<file path="config.mk">
export PLATFORM = sky130hd
export DESIGN_NAME = cs_stream_driver_flat
export DESIGN_NICKNAME = d
export VERILOG_FILES = /design/src/rtl/cs_stream_driver_if.sv /design/src/rtl/cs_stream_driver.sv /design/src/flat_wrapper.sv
export SDC_FILE = /design/constraint.sdc
export NUM_CORES = 1
export LEC_CHECK = 0
export CAP_MARGIN = 20
export CORE_UTILIZATION = 30
export DETAILED_ROUTE_END_ITERATION = 8
export DONT_BUFFER_PORTS = 1
export SETUP_SLACK_MARGIN = 0.1
export SYNTH_ARGS = -nofsm -noshare
export SYNTH_HDL_FRONTEND = slang
export SYNTH_SLANG_ARGS = --single-unit
export TNS_END_PERCENT = 100
</file>
<file path="constraint.sdc">
create_clock -name clk -period 9.8 [get_ports clk]
set_clock_uncertainty 0.15 [all_clocks]
set_input_delay 0.98 -clock clk [delete_from_list [all_inputs] [get_ports clk]]
set_output_delay 0.98 -clock clk [all_outputs]
set_load 0.03 [all_outputs]
</file>
<file path="src/rtl/cs_stream_driver_if.sv">
// rtl/cs_stream_driver_if.sv - signal bundle between cs_stream_driver, its sample source, the CS averager and the result sink
//   in_valid/in_ready/in_data : upstream 8-bit sample handshake
//   start/stop                : stream control (start honoured in IDLE, stop in STREAM)
//   cs_reset/cs_x/cs_y        : CS averager reset, sample input, 10-bit combinational result
//   out_valid/out_data/out_index : single-cycle result strobe, captured CS result, window number
//   busy/underrun             : PRIME-or-STREAM flag, sticky FIFO-ran-dry flag
//   slave  : the driver side
//   master : the surrounding system side
interface cs_stream_driver_if;
    logic        in_valid;
    logic        in_ready;
    logic [7:0]  in_data;
    logic        start;
    logic        stop;
    logic        cs_reset;
    logic [7:0]  cs_x;
    logic [9:0]  cs_y;
    logic        out_valid;
    logic [9:0]  out_data;
    logic [15:0] out_index;
    logic        busy;
    logic        underrun;

    modport slave (
        input  in_valid, in_data, start, stop, cs_y,
        output in_ready, cs_reset, cs_x, out_valid, out_data, out_index, busy, underrun
    );

    modport master (
        output in_valid, in_data, start, stop, cs_y,
        input  in_ready, cs_reset, cs_x, out_valid, out_data, out_index, busy, underrun
    );
endinterface

</file>
<file path="src/rtl/cs_stream_driver.sv">
// rtl/cs_stream_driver.sv - FIFO-buffered sample feeder and result capture for the CS 9-sample averager
//   clk   : clock
//   reset : synchronous, active-high reset
//   bus   : cs_stream_driver_if.slave (upstream samples, start/stop, CS drive/result, result strobe, status)
module cs_stream_driver #(
    parameter int DEPTH       = 16,
    parameter int START_LEVEL = 9,
    parameter int WIN         = 9
) (
    input  logic              clk,
    input  logic              reset,
    cs_stream_driver_if.slave bus
);
    localparam int AW = $clog2(DEPTH);
    localparam int CW = AW + 1;

    typedef enum logic [1:0] {
        S_IDLE,
        S_PRIME,
        S_STREAM
    } state_t;

    state_t        r_state;
    state_t        w_next_state;

    logic [7:0]    r_mem [DEPTH];
    logic [AW-1:0] r_wr_ptr;
    logic [AW-1:0] r_rd_ptr;
    logic [CW-1:0] r_count;
    logic [15:0]   r_pop_cnt;
    logic          r_underrun;
    logic          r_out_valid;
    logic [9:0]    r_out_data;
    logic [15:0]   r_out_index;

    logic          w_in_ready;
    logic          w_push;
    logic          w_pop;
    logic          w_begin;
    logic          w_set_underrun;
    logic          w_cs_reset;
    logic [7:0]    w_cs_x;

    // Full is judged from the registered count only, so a pop in the same
    // cycle never makes room for a push into a full FIFO.
    assign w_in_ready = (r_count < CW'(DEPTH));
    assign w_push     = bus.in_valid && w_in_ready;

    always_ff @(posedge clk) begin
        if (reset) begin
            r_state <= S_IDLE;
        end else begin
            r_state <= w_next_state;
        end
    end

    always_comb begin
        w_next_state   = r_state;
        w_pop          = 1'b0;
        w_begin        = 1'b0;
        w_set_underrun = 1'b0;
        w_cs_reset     = 1'b1;
        w_cs_x         = '0;
        case (r_state)
            S_IDLE: begin
                if (bus.start) begin
                    w_next_state = S_PRIME;
                    w_begin      = 1'b1;
                end
            end
            S_PRIME: begin
                if (r_count >= CW'(START_LEVEL)) begin
                    w_next_state = S_STREAM;
                end
            end
            S_STREAM: begin
                // CS has no stall input: an empty FIFO ends the stream.
                w_cs_reset = 1'b0;
                if (r_count == '0) begin
                    w_set_underrun = 1'b1;
                    w_next_state   = S_IDLE;
                end else begin
                    w_pop  = 1'b1;
                    w_cs_x = r_mem[r_rd_ptr];
                    if (bus.stop) begin
                        w_next_state = S_IDLE;
                    end
                end
            end
            default: begin
                w_next_state = S_IDLE;
            end
        endcase
    end

    always_ff @(posedge clk) begin
        if (w_push) begin
            r_mem[r_wr_ptr] <= bus.in_data;
        end
    end

    always_ff @(posedge clk) begin
        if (reset) begin
            r_wr_ptr <= '0;
            r_rd_ptr <= '0;
            r_count  <= '0;
        end else begin
            if (w_push) begin
                r_wr_ptr <= r_wr_ptr + AW'(1);
            end
            if (w_pop) begin
                r_rd_ptr <= r_rd_ptr + AW'(1);
            end
            case ({w_push, w_pop})
                2'b10:   r_count <= r_count + CW'(1);
                2'b01:   r_count <= r_count - CW'(1);
                default: r_count <= r_count;
            endcase
        end
    end

    // The pop counter lags the pops by one cycle; once it reaches WIN the
    // CS output covers WIN real samples, the oldest being window number
    // r_pop_cnt - WIN.
    always_ff @(posedge clk) begin
        if (reset) begin
            r_pop_cnt   <= '0;
            r_underrun  <= 1'b0;
            r_out_valid <= 1'b0;
            r_out_data  <= '0;
            r_out_index <= '0;
        end else begin
            if (w_begin) begin
                r_pop_cnt <= '0;
            end else if (w_pop && (r_pop_cnt != 16'hFFFF)) begin
                r_pop_cnt <= r_pop_cnt + 16'd1;
            end

            if (w_begin) begin
                r_underrun <= 1'b0;
            end else if (w_set_underrun) begin
                r_underrun <= 1'b1;
            end

            if ((r_state == S_STREAM) && (r_pop_cnt >= 16'(WIN))) begin
                r_out_valid <= 1'b1;
                r_out_data  <= bus.cs_y;
                r_out_index <= r_pop_cnt - 16'(WIN);
            end else begin
                r_out_valid <= 1'b0;
                if (w_begin) begin
                    r_out_index <= '0;
                end
            end
        end
    end

    assign bus.in_ready  = w_in_ready;
    assign bus.cs_reset  = w_cs_reset;
    assign bus.cs_x      = w_cs_x;
    assign bus.out_valid = r_out_valid;
    assign bus.out_data  = r_out_data;
    assign bus.out_index = r_out_index;
    assign bus.busy      = (r_state == S_PRIME) || (r_state == S_STREAM);
    assign bus.underrun  = r_underrun;
endmodule

</file>
<file path="src/flat_wrapper.sv">
// flat-port wrapper written by rule: the top's interface ports become plain ports
module cs_stream_driver_flat 
#(
    parameter int DEPTH       = 16,
    parameter int START_LEVEL = 9,
    parameter int WIN         = 9
)
  (clk, reset, bus_in_valid, bus_in_data, bus_start, bus_stop, bus_cs_y, bus_in_ready, bus_cs_reset, bus_cs_x, bus_out_valid, bus_out_data, bus_out_index, bus_busy, bus_underrun);
  cs_stream_driver_if bus_i ();
  input  logic clk;
  input  logic reset;
  input wire logic [$bits(bus_i.in_valid)-1:0] bus_in_valid;
  input wire logic [$bits(bus_i.in_data)-1:0] bus_in_data;
  input wire logic [$bits(bus_i.start)-1:0] bus_start;
  input wire logic [$bits(bus_i.stop)-1:0] bus_stop;
  input wire logic [$bits(bus_i.cs_y)-1:0] bus_cs_y;
  output wire logic [$bits(bus_i.in_ready)-1:0] bus_in_ready;
  output wire logic [$bits(bus_i.cs_reset)-1:0] bus_cs_reset;
  output wire logic [$bits(bus_i.cs_x)-1:0] bus_cs_x;
  output wire logic [$bits(bus_i.out_valid)-1:0] bus_out_valid;
  output wire logic [$bits(bus_i.out_data)-1:0] bus_out_data;
  output wire logic [$bits(bus_i.out_index)-1:0] bus_out_index;
  output wire logic [$bits(bus_i.busy)-1:0] bus_busy;
  output wire logic [$bits(bus_i.underrun)-1:0] bus_underrun;
  assign bus_i.in_valid = bus_in_valid;
  assign bus_i.in_data = bus_in_data;
  assign bus_i.start = bus_start;
  assign bus_i.stop = bus_stop;
  assign bus_i.cs_y = bus_cs_y;
  assign bus_in_ready = bus_i.in_ready;
  assign bus_cs_reset = bus_i.cs_reset;
  assign bus_cs_x = bus_i.cs_x;
  assign bus_out_valid = bus_i.out_valid;
  assign bus_out_data = bus_i.out_data;
  assign bus_out_index = bus_i.out_index;
  assign bus_busy = bus_i.busy;
  assign bus_underrun = bus_i.underrun;
  cs_stream_driver #(.DEPTH(DEPTH), .START_LEVEL(START_LEVEL), .WIN(WIN)) u_core (.clk(clk), .reset(reset), .bus(bus_i));
endmodule
</file>
==> results.py, run 1 <==
metrics = {
    "cells_and_area": {
        "drive_gt1_share_pct": 14.4,
        "layout_common_cells": "edfxtp_1, dfxtp_1, nand2_1",
        "fill_cells": 2479,
        "final_nets": 602,
        "final_common_cell": "edfxtp_1",
        "diodes": 0,
        "syn_to_final_growth_pct": 11.2,
    },
    "drt": {
        "drc": 14,
        "dr.pass1.iters": 7,
        "drt-initial-drc-count": 339,
        "routed_wl_um": 15900,
        "drtAntennaViolNets": 0,
        "vias": 4457,
        "wl_per_cell_um": 17.4,
        "via_per_inst": 4.90,
    },
    "worst_setup_path": {
        "critical_path_arrival_ns": 4.16,
        "cp_slowest_cell": "o21ai_1",
        "crit_type": "register to register",
        "required_ns": 10.01,
        "cp_max_fo": 15,
        "crit_chain": "or3_1 > o21ai_1 > inv_1 > ha_1 > xor2_1 > ha_1 > a211o_1 > a21oi_1 > a221oi_1 > or3_1 > a21oi_1",
        "worstSetupStartpointType": "register",
        "path_buf_inv": 1,
        "critical-path-top-delay-family": "compound AO/OA/AOI/OAI gates",
        "cpPeakStageDelay_ns": 0.67,
        "worst_setup_path_end_kind": "register",
    },
    "clocking": {
        "clock_latency_ns": 0.43,
        "h-tree-depth": 4,
        "hold_buffers": 0,
        "cts_tree": "yes",
        "cts_setup_buffers": 0,
        "cts_buffers": 17,
        "clkSlewWorstSetupHoldPaths_ns": 0.07,
        "clk_path_buf_depth": 2,
        "clock_sinks": 191,
        "cts_root_buf": "clkbuf_16",
        "post_cts_resized": 0,
    },
    "synth": {
        "synth_edf_count": 128,
        "synth_area_leaders": "edfxtp_1, dfxtp_1, mux4_2",
        "syn-instance-count": 576,
        "synth-seq-area-share_pct": 63.5,
        "synth_nets": 616,
        "synth.avg_cell_area_um2": 14.0,
        "synth_area_um2": 8040,
        "ys_types": 48,
        "synthArstFlopShare_pct": 0,
        "synth.largest_area_cell": "edfxtp_1",
        "ys_ff_latch": 191,
        "synth_ff_type": "edfxtp_1",
        "yosysWarnings": 0,
        "yosysTopAreaCellShare_pct": 47.8,
    },
    "timing": {
        "slew_viol_final": 0,
        "relSlewSlack_pct": 38.5,
        "setup_viol": 0,
        "finalCriticalPeriod_ns": 3.95,
        "fin_crit_sh_pct": 40.3,
        "worstMarginPinSlew_ns": 0.923,
        "fmaxAchievable_mhz": 253,
        "finalHoldViolations": 0,
        "rsz0062_at_grt": "false",
        "tns_ns": 0,
        "whs_ns": 0.337,
    },
    "pwr": {
        "peakVddDrop_v": 0.000134,
        "clkPwrFrac_pct": 40.2,
        "p_int_mw": 1.28,
        "p_sw_share_pct": 25.8,
        "leakage_nw": 2.83,
        "p_comb_share_pct": 8.4,
        "power_frac_seq_pct": 51.4,
        "power_switching_uw": 444,
        "power_density_nw_per_um2": 193,
    },
    "global_routing": {
        "first_global_vias": 4401,
        "grt_usage_pct": 12.1,
        "grt_start_max_net_pins": 46,
        "overflow": 0,
        "antenna_found_initial": 0,
        "grt_pass1_wl_um": 25500,
    },
    "job": {
        "maxCapViolations": 0,
    },
    "placed_design": {
        "port_buffers": 0,
        "gp_congestion": 0.768,
        "hpwl_um": 10700,
    },
    "run_status": {
        "violations": "DRC",
        "status": "finished with violations",
    },
    "floorplan": {
        "rows": 59,
        "die-area_um2": 27500,
        "io_pins": 62,
        "fp.dieW_um": 166,
        "fp.dieH_um": 166,
        "core_area_um2": 26200,
        "start_util_pct": 30.7,
    },
    "worst_hold_path": {
        "hp-class": "register to register",
    },
}
registers in the layout, indices dropped and copies added, names as in the netlist, named ones only:
signal,cells
u_core.r_state,2
u_core.r_wr_ptr,4
u_core.r_mem,128
u_core.r_count,5
u_core.r_pop_cnt,16
u_core.bus.out_index,16
u_core.r_rd_ptr,4
u_core.bus.out_data,10
u_core.bus.out_valid,1
u_core.bus.underrun,1
Yosys cell counts, types with 3 or more instances:
cell type and count:
ha_1 17, dfxtp_1 63, nor3_1 15, or3_1 4
and3_1 4, nand2b_1 9, o31ai_1 5, xnor2_1 19
nor2_1 42, nand4_1 4, o21ai_0 7, nor4_1 7
a211oi_1 4, a21oi_1 35, xor2_1 11, mux4_2 40
buf_2 6, and2_1 8, buf_6 4, inv_1 14
nand3_1 24, edfxtp_1 128, or4_1 3, mux2i_1 3
nand2_1 44, clkbuf_1 25
power groups by stage:
stage | sequential [mW] | combinational, mW | clock [mW]
2_1_floorplan | 0.900 | 0.122 | 0
3_3_place_gp | 0.904 | 0.147 | 0
3_5_place_dp | 0.904 | 0.148 | 0
4_1_cts | 0.886 | 0.148 | 0.705
5_1_grt | 0.888 | 0.161 | 0.734
6_report | 0.886 | 0.144 | 0.691
through the flow:
stage	setup WS (ns)	instances	cell area, um2	power [mW]	util, %
floorplan	6.63	576	8040	1.02	-
CTS	5.84	910	8940	1.74	34.1
global route	5.45	910	8940	1.78	34.1
global placement	5.92	878	8330	1.05	31.8
detailed placement	5.87	878	8330	1.05	31.8
finish	5.85	910	8940	1.72	34.1
metal layers:
metal,track usage [%],vias up,share of wire (%)
met2,19.0,79,48
met4,3.66,0,1.1
met3,2.44,16,4.5
met5,0,-,0
li1,-,2125,-
met1,16.8,2237,47
tightest hold or removal path, delay by kind of cell (launching register included):
kind	cells	cell delay [ns]
flip-flops	1	0.31
AO/OA/AOI/OAI	2	0.13
logic make-up after synthesis:
family | share of synthesized area, %
compound gates | 5.73
xor+xnor | 3.27
fa+ha+maj | 2.65
buf+inv | 2.85
flops | 63.5
mux | 11.6
simple gates | 10.4
final timing paths:
path,slack (ns),depth (start not counted),startpoint,end
setup / recovery,5.85,11,u_core.r_count[1],u_core.r_count[4]
hold / removal,0.34,2,u_core.r_rd_ptr[3],register
hold reg to reg,0.34,2,u_core.r_rd_ptr[3],register
setup reg to reg,5.85,11,u_core.r_count[1],u_core.r_count[4]
final cells by class:
type                       count  area [um2]  share of cell area (%)
clock buffer                  17         425                    4.76
clock inverter                15         185                    2.07
inverter                      14        52.6                   0.588
multi-input combinational    334        2720                    30.4
sequential                   191        5110                    57.1
tap                          335         419                    4.69
timing repair buffer           4        30.0                   0.336
(Power assumes the default switching activity.)
==> run 2, diff against run 1 <==
==> constraint.sdc (replaced) <==
create_clock -name clk -period 3.35 [get_ports clk]
set_clock_uncertainty 0.15 [all_clocks]
set_input_delay 0.335 -clock clk [delete_from_list [all_inputs] [get_ports clk]]
set_output_delay 0.335 -clock clk [all_outputs]
set_load 0.03 [all_outputs]
==> run 2 against run 1 <==
Compared with the run above: count of clock-buffer cells in the layout unchanged; worst hold slack got worse by 0.29 ns; critical endpoint unchanged; global-route usage increased by 0.17 points; power increased to 3.0 times the previous value; non-clock buffer count increased by 28; sequential cell count unchanged; final area increased by 3.4%; the flow still finishes with violations (DRC).
==> results.py, run 2 (synthesis gave the netlist of run 1 again) <==
metrics = {
    "run_status": {
        "status": "finished with violations",
        "violations": "DRC",
    },
    "clocking": {
        "h-tree-depth": 4,
        "clkSlewWorstSetupHoldPaths_ns": 0.08,
        "cts_tree": "yes",
        "cts_buffers": 17,
        "clock_sinks": 191,
        "clock_latency_ns": 0.43,
        "clk_path_buf_depth": 2,
        "cts_root_buf": "clkbuf_16",
    },
    "timing": {
        "tns_ns": 0,
        "fmaxAchievable_mhz": 338,
        "slew_viol_final": 0,
        "fin_ws_ns": 0.389,
        "finalCriticalPeriod_ns": 2.96,
        "worstMarginPinSlew_ns": 0.932,
        "whs_ns": 0.0476,
        "relSlewSlack_pct": 37.8,
        "fin_crit_sh_pct": 88.4,
        "setup_viol": 0,
        "finalHoldViolations": 0,
        "rsz0062_at_grt": "false",
    },
    "floorplan": {
        "core_area_um2": 26200,
        "die-area_um2": 27500,
        "start_util_pct": 30.7,
        "fp.dieW_um": 166,
        "fp.dieH_um": 166,
        "rows": 59,
        "io_pins": 62,
    },
    "placed_design": {
        "hpwl_um": 10800,
        "gp_congestion": 0.778,
        "dp_slack_ns": 0.438,
        "port_buffers": 0,
    },
    "pwr": {
        "p_sw_share_pct": 25.8,
        "clkPwrFrac_pct": 40.7,
        "leakage_nw": 2.97,
        "power_density_nw_per_um2": 561,
        "p_comb_share_pct": 9.3,
        "peakVddDrop_v": 0.000373,
        "power_frac_seq_pct": 50.0,
        "power_switching_mw": 1.33,
        "p_int_mw": 3.85,
    },
    "worst_setup_path": {
        "worstSetupStartpointType": "register",
        "worst_setup_path_end_kind": "register",
        "r2r.worst_path.cells": 11,
        "rr_endpoint": "u_core.r_count[4]",
        "r2r_slack_ns": 0.39,
        "required_ns": 3.57,
        "reg2reg_from": "u_core.r_count[1]",
        "startpoint": "u_core.r_count[1]",
        "crit_type": "register to register",
        "critical_path_arrival_ns": 3.18,
        "cp_max_fo": 8,
        "crit_end": "u_core.r_count[4]",
    },
    "global_routing": {
        "grt_pass1_wl_um": 25800,
        "grt_start_max_net_pins": 44,
        "antenna_found_initial": 0,
        "first_global_vias": 4451,
        "grt_usage_pct": 12.3,
        "overflow": 0,
    },
    "cells_and_area": {
        "syn_to_final_growth_pct": 14.9,
        "drive_gt1_share_pct": 15.1,
        "largest_register_ffs": 128,
        "final_common_cell": "edfxtp_1",
        "fill_cells": 2455,
        "layout_common_cells": "edfxtp_1, dfxtp_1, nand2_1",
        "top_register": "u_core.r_mem",
        "diodes": 0,
        "final_nets": 630,
    },
    "worst_hold_path": {
        "hp-class": "primary input to register",
    },
    "drt": {
        "dr.pass1.iters": 6,
        "via_per_inst": 4.87,
        "drtAntennaViolNets": 0,
        "wl_per_cell_um": 17.3,
        "drc": 14,
        "vias": 4566,
        "routed_wl_um": 16300,
        "drt-initial-drc-count": 403,
    },
    "job": {
        "maxCapViolations": 0,
    },
}
run 2: timing repair:
action                                 4_1_cts  5_1_grt
gates resized for setup                      0        0
setup buffers                                0        0
hold buffers                                19        0
endpoints found under the hold margin      173        0
run 2: how the worst min path moves through the flow:
| stage | from | to | slack, ns | cells past startpoint |
|---|---|---|---|---|
| 2_1_floorplan | bus_in_data[0] | u_core.r_mem[0][0] | 0.28 | 0 |
| 3_3_place_gp | reset | register | 0.26 | 1 |
| 3_5_place_dp | reset | u_core.r_count[4] | 0.26 | 1 |
| 4_1_cts | reset | u_core.r_state[1] | 0.03 | 2 |
| 5_1_grt | reset | u_core.r_state[0] | 0.05 | 2 |
| 6_report | reset | u_core.r_state[1] | 0.05 | 2 |
run 2: critical path, stage by stage (launching register included):
cell and delay [ns]:
dfxtp_1 0.39, or3_1 0.45, o21ai_1 0.19, inv_1 0.08
ha_1 0.31, xor2_1 0.18, ha_1 0.23, a211o_1 0.27
a21oi_1 0.14, a221oi_1 0.07, or3_1 0.32, a21oi_1 0.13
run 2: routing by layer:
metal / wire [um] / global-route usage [%] / vias up / share of wire, %
met5: 0 / 0 / - / 0
met3: 717 / 3.03 / 13 / 4.4
met4: 276 / 4.43 / 0 / 1.7
li1: - / - / 2193 / -
met1: 7750 / 16.7 / 2242 / 48
met2: 7510 / 18.9 / 118 / 46
run 2: area by class of cell:
cell class | count | area, um2 | share of cell area (%)
clock buffer | 17 | 425 | 4.60
tap | 335 | 419 | 4.54
multi-input combinational | 334 | 2710 | 29.3
clock inverter | 15 | 220 | 2.38
timing repair buffer | 32 | 310 | 3.36
sequential | 191 | 5110 | 55.3
inverter | 14 | 52.6 | 0.569
run 2: power by group through the flow:
stage / clock (mW) / sequential (mW) / combinational (mW)
2_1_floorplan: 0 / 2.63 / 0.356
3_3_place_gp: 0 / 2.64 / 0.440
3_5_place_dp: 0 / 2.65 / 0.440
4_1_cts: 2.16 / 2.59 / 0.492
5_1_grt: 2.25 / 2.60 / 0.537
6_report: 2.11 / 2.59 / 0.483
run 2: stage by stage:
step	total power [mW]	util, %	std cells	cell area (um2)
2_1_floorplan	2.99	-	576	8040
3_3_place_gp	3.08	32.0	887	8390
3_5_place_dp	3.09	32.0	887	8390
4_1_cts	5.25	35.3	938	9240
5_1_grt	5.39	35.3	938	9240
6_report	5.18	35.3	938	9240
==> run 3, diff against run 2 <==
--- a/config.mk
+++ b/config.mk
@@ -5,10 +5,10 @@
 export SDC_FILE = /design/constraint.sdc
 export NUM_CORES = 1
 export LEC_CHECK = 0
-export CAP_MARGIN = 20
 export CORE_UTILIZATION = 30
 export DETAILED_ROUTE_END_ITERATION = 8
 export DONT_BUFFER_PORTS = 1
+export GPL_TIMING_DRIVEN = 0
 export SETUP_SLACK_MARGIN = 0.1
 export SYNTH_ARGS = -nofsm -noshare
 export SYNTH_HDL_FRONTEND = slang
==> run 3 against run 2 <==
Compared with the run above: the flow still finishes with violations (DRC); count of clock-buffer cells in the layout stayed put; sequential power hardly changed; non-clock buffer count grew 24; first-iteration DRC count down 25%; core utilization grew 0.46 points; routed wire length grew 5.5%; via count increased by 3.6%; sequential cell count unchanged; critical path depth shrank 7; final area up 1.3%; clock power rose by 4%; power rose by 2.0%; largest power group unchanged.
==> results.py, run 3 (synthesis gave the netlist of run 1 again) <==
metrics = {
    "pwr": {
        "power_density_nw_per_um2": 565,
        "peakVddDrop_v": 0.000356,
        "leakage_nw": 3.01,
        "totalPowerFinal_mw": 5.29,
    },
    "timing": {
        "whs_ns": 0.145,
        "fin_crit_sh_pct": 94.7,
        "setup_viol": 0,
        "fmaxAchievable_mhz": 315,
        "worstMarginPinSlew_ns": 1.23,
        "slew_viol_final": 0,
        "fin_ws_ns": 0.179,
        "finalHoldViolations": 0,
        "rsz0062_at_grt": "false",
        "relSlewSlack_pct": 17.7,
        "finalCriticalPeriod_ns": 3.17,
    },
    "worst_setup_path": {
        "r2r.worst_path.cells": 12,
        "worstSetupStartpointType": "register",
        "cp_max_fo": 10,
        "critical-path-top-delay-family": "multiplexers",
        "crit_type": "register to output pin",
        "crit_chain": "clkbuf_1 > mux4_2 > mux4_2 > and2_1",
        "cp_slowest_cell": "clkbuf_1",
        "cp_num_cells": 4,
        "path_buf_inv": 1,
        "worst_setup_path_end_kind": "output pin",
        "crit_top_cell": "mux4_2",
        "required_ns": 2.86,
        "cpPeakStageDelay_ns": 0.56,
        "critical_path_arrival_ns": 2.69,
    },
    "cells_and_area": {
        "final_nets": 654,
        "layout_common_cells": "edfxtp_1, dfxtp_1, nand2_1",
        "final_common_cell": "edfxtp_1",
        "largest_register_ffs": 128,
        "syn_to_final_growth_pct": 16.4,
        "top_register": "u_core.r_mem",
        "seq_area_um2": 5110,
        "fill_cells": 2489,
        "multiInputGateArea_um2": 2730,
        "drive_gt1_share_pct": 15.8,
        "stdcell_area_um2": 9360,
        "fin_util_pct": 35.7,
    },
    "worst_hold_path": {
        "hp-class": "primary input to register",
        "min_path_cells": 4,
    },
    "placed_design": {
        "place_area_um2": 8470,
        "dp_slack_ns": -0.412,
        "gp_congestion": 0.789,
        "hpwl_um": 11800,
        "port_buffers": 0,
    },
    "run_status": {
        "violations": "DRC",
        "status": "finished with violations",
    },
    "global_routing": {
        "antenna_found_initial": 1,
        "overflow": 0,
        "grt_pass1_wl_um": 26800,
        "first_global_vias": 4700,
        "grt_start_max_net_pins": 26,
        "grt_usage_pct": 12.8,
    },
    "floorplan": {
        "fp.dieH_um": 166,
        "rows": 59,
        "fp.dieW_um": 166,
        "core_area_um2": 26200,
        "die-area_um2": 27500,
        "io_pins": 62,
        "start_util_pct": 30.7,
    },
    "clocking": {
        "clk_path_buf_depth": 2,
        "cts_root_buf": "clkbuf_16",
        "clock_latency_ns": 0.42,
        "cts_tree": "yes",
        "clock_sinks": 191,
        "cts_buffers": 17,
        "clkSlewWorstSetupHoldPaths_ns": 0.08,
        "h-tree-depth": 4,
    },
    "drt": {
        "via_per_inst": 4.91,
        "drtAntennaViolNets": 0,
        "drc": 28,
        "vias": 4729,
        "drt-initial-drc-count": 301,
        "dr.pass1.iters": 6,
        "routed_wl_um": 17200,
        "wl_per_cell_um": 17.8,
    },
    "job": {
        "maxCapViolations": 0,
    },
}
## run 3: final timing paths
path | to | from | slack [ns]
max reg2reg | u_core.r_count[4] | u_core.r_count[0] | 0.34
min reg2reg | u_core.r_rd_ptr[3] | u_core.r_rd_ptr[3] | 0.35
min | u_core.r_state[1] | bus_start | 0.14
max | bus_cs_x[2] | register | 0.18
## run 3: layout make-up
| class | count | share of cell area [%] |
|---|---|---|
| Antenna cell | 1 | 0.0267 |
| Inverter | 14 | 0.561 |
| Multi-Input combinational cell | 334 | 29.2 |
| Sequential cell | 191 | 54.6 |
| Clock buffer | 17 | 4.54 |
| Buffer | 36 | 2.10 |
| Clock inverter | 15 | 2.49 |
| Tap cell | 335 | 4.48 |
| Timing Repair Buffer | 20 | 2.09 |
## run 3: worst reg2reg max path, stage by stage (launching register included)
cell and delay [ns]:
dfxtp_1 0.35, or3_4 0.42, o21ai_2 0.17, inv_2 0.10, buf_4 0.19, ha_2 0.25
xor2_1 0.16, ha_1 0.21, a211o_1 0.27, a21oi_1 0.14, a221oi_1 0.06, or3_1 0.32
a21oi_1 0.14
## run 3: repair_timing
item | in CTS | in global routing
gates resized for setup | 7 | 11
endpoints found under the setup margin | 10 | 8
hold buffers | 18 | 0
setup buffers | 1 | 0
pin swaps | 1 | 0
hold endpoints to repair | 138 | 0
## run 3: per-stage QoR
step / setup TNS [ns] / cells
2_1_floorplan: 0 / 576
3_3_place_gp: -0.454 / 911
3_5_place_dp: -0.569 / 911
4_1_cts: 0 / 962
5_1_grt: 0 / 962
6_report: 0 / 963
## run 3: per-layer routing
metal | vias to the layer above | part of all wire, % | wire length (um) | global-route usage [%]
met5 | - | 0 | 0 | 0
met4 | 0 | 0.87 | 149 | 3.86
met3 | 11 | 4.9 | 832 | 2.41
met2 | 116 | 49 | 8450 | 21.4
met1 | 2359 | 45 | 7720 | 16.9
li1 | 2243 | - | - | -
## run 3: power by group
| part | leakage [nW] | internal, mW | switching, mW |
|---|---|---|---|
| clock network | 0.319 | 1.08 | 1.11 |
| registers | 1.67 | 2.56 | 0.0362 |
| logic | 1.03 | 0.200 | 0.303 |
| total | 3.01 | 3.84 | 1.45 |
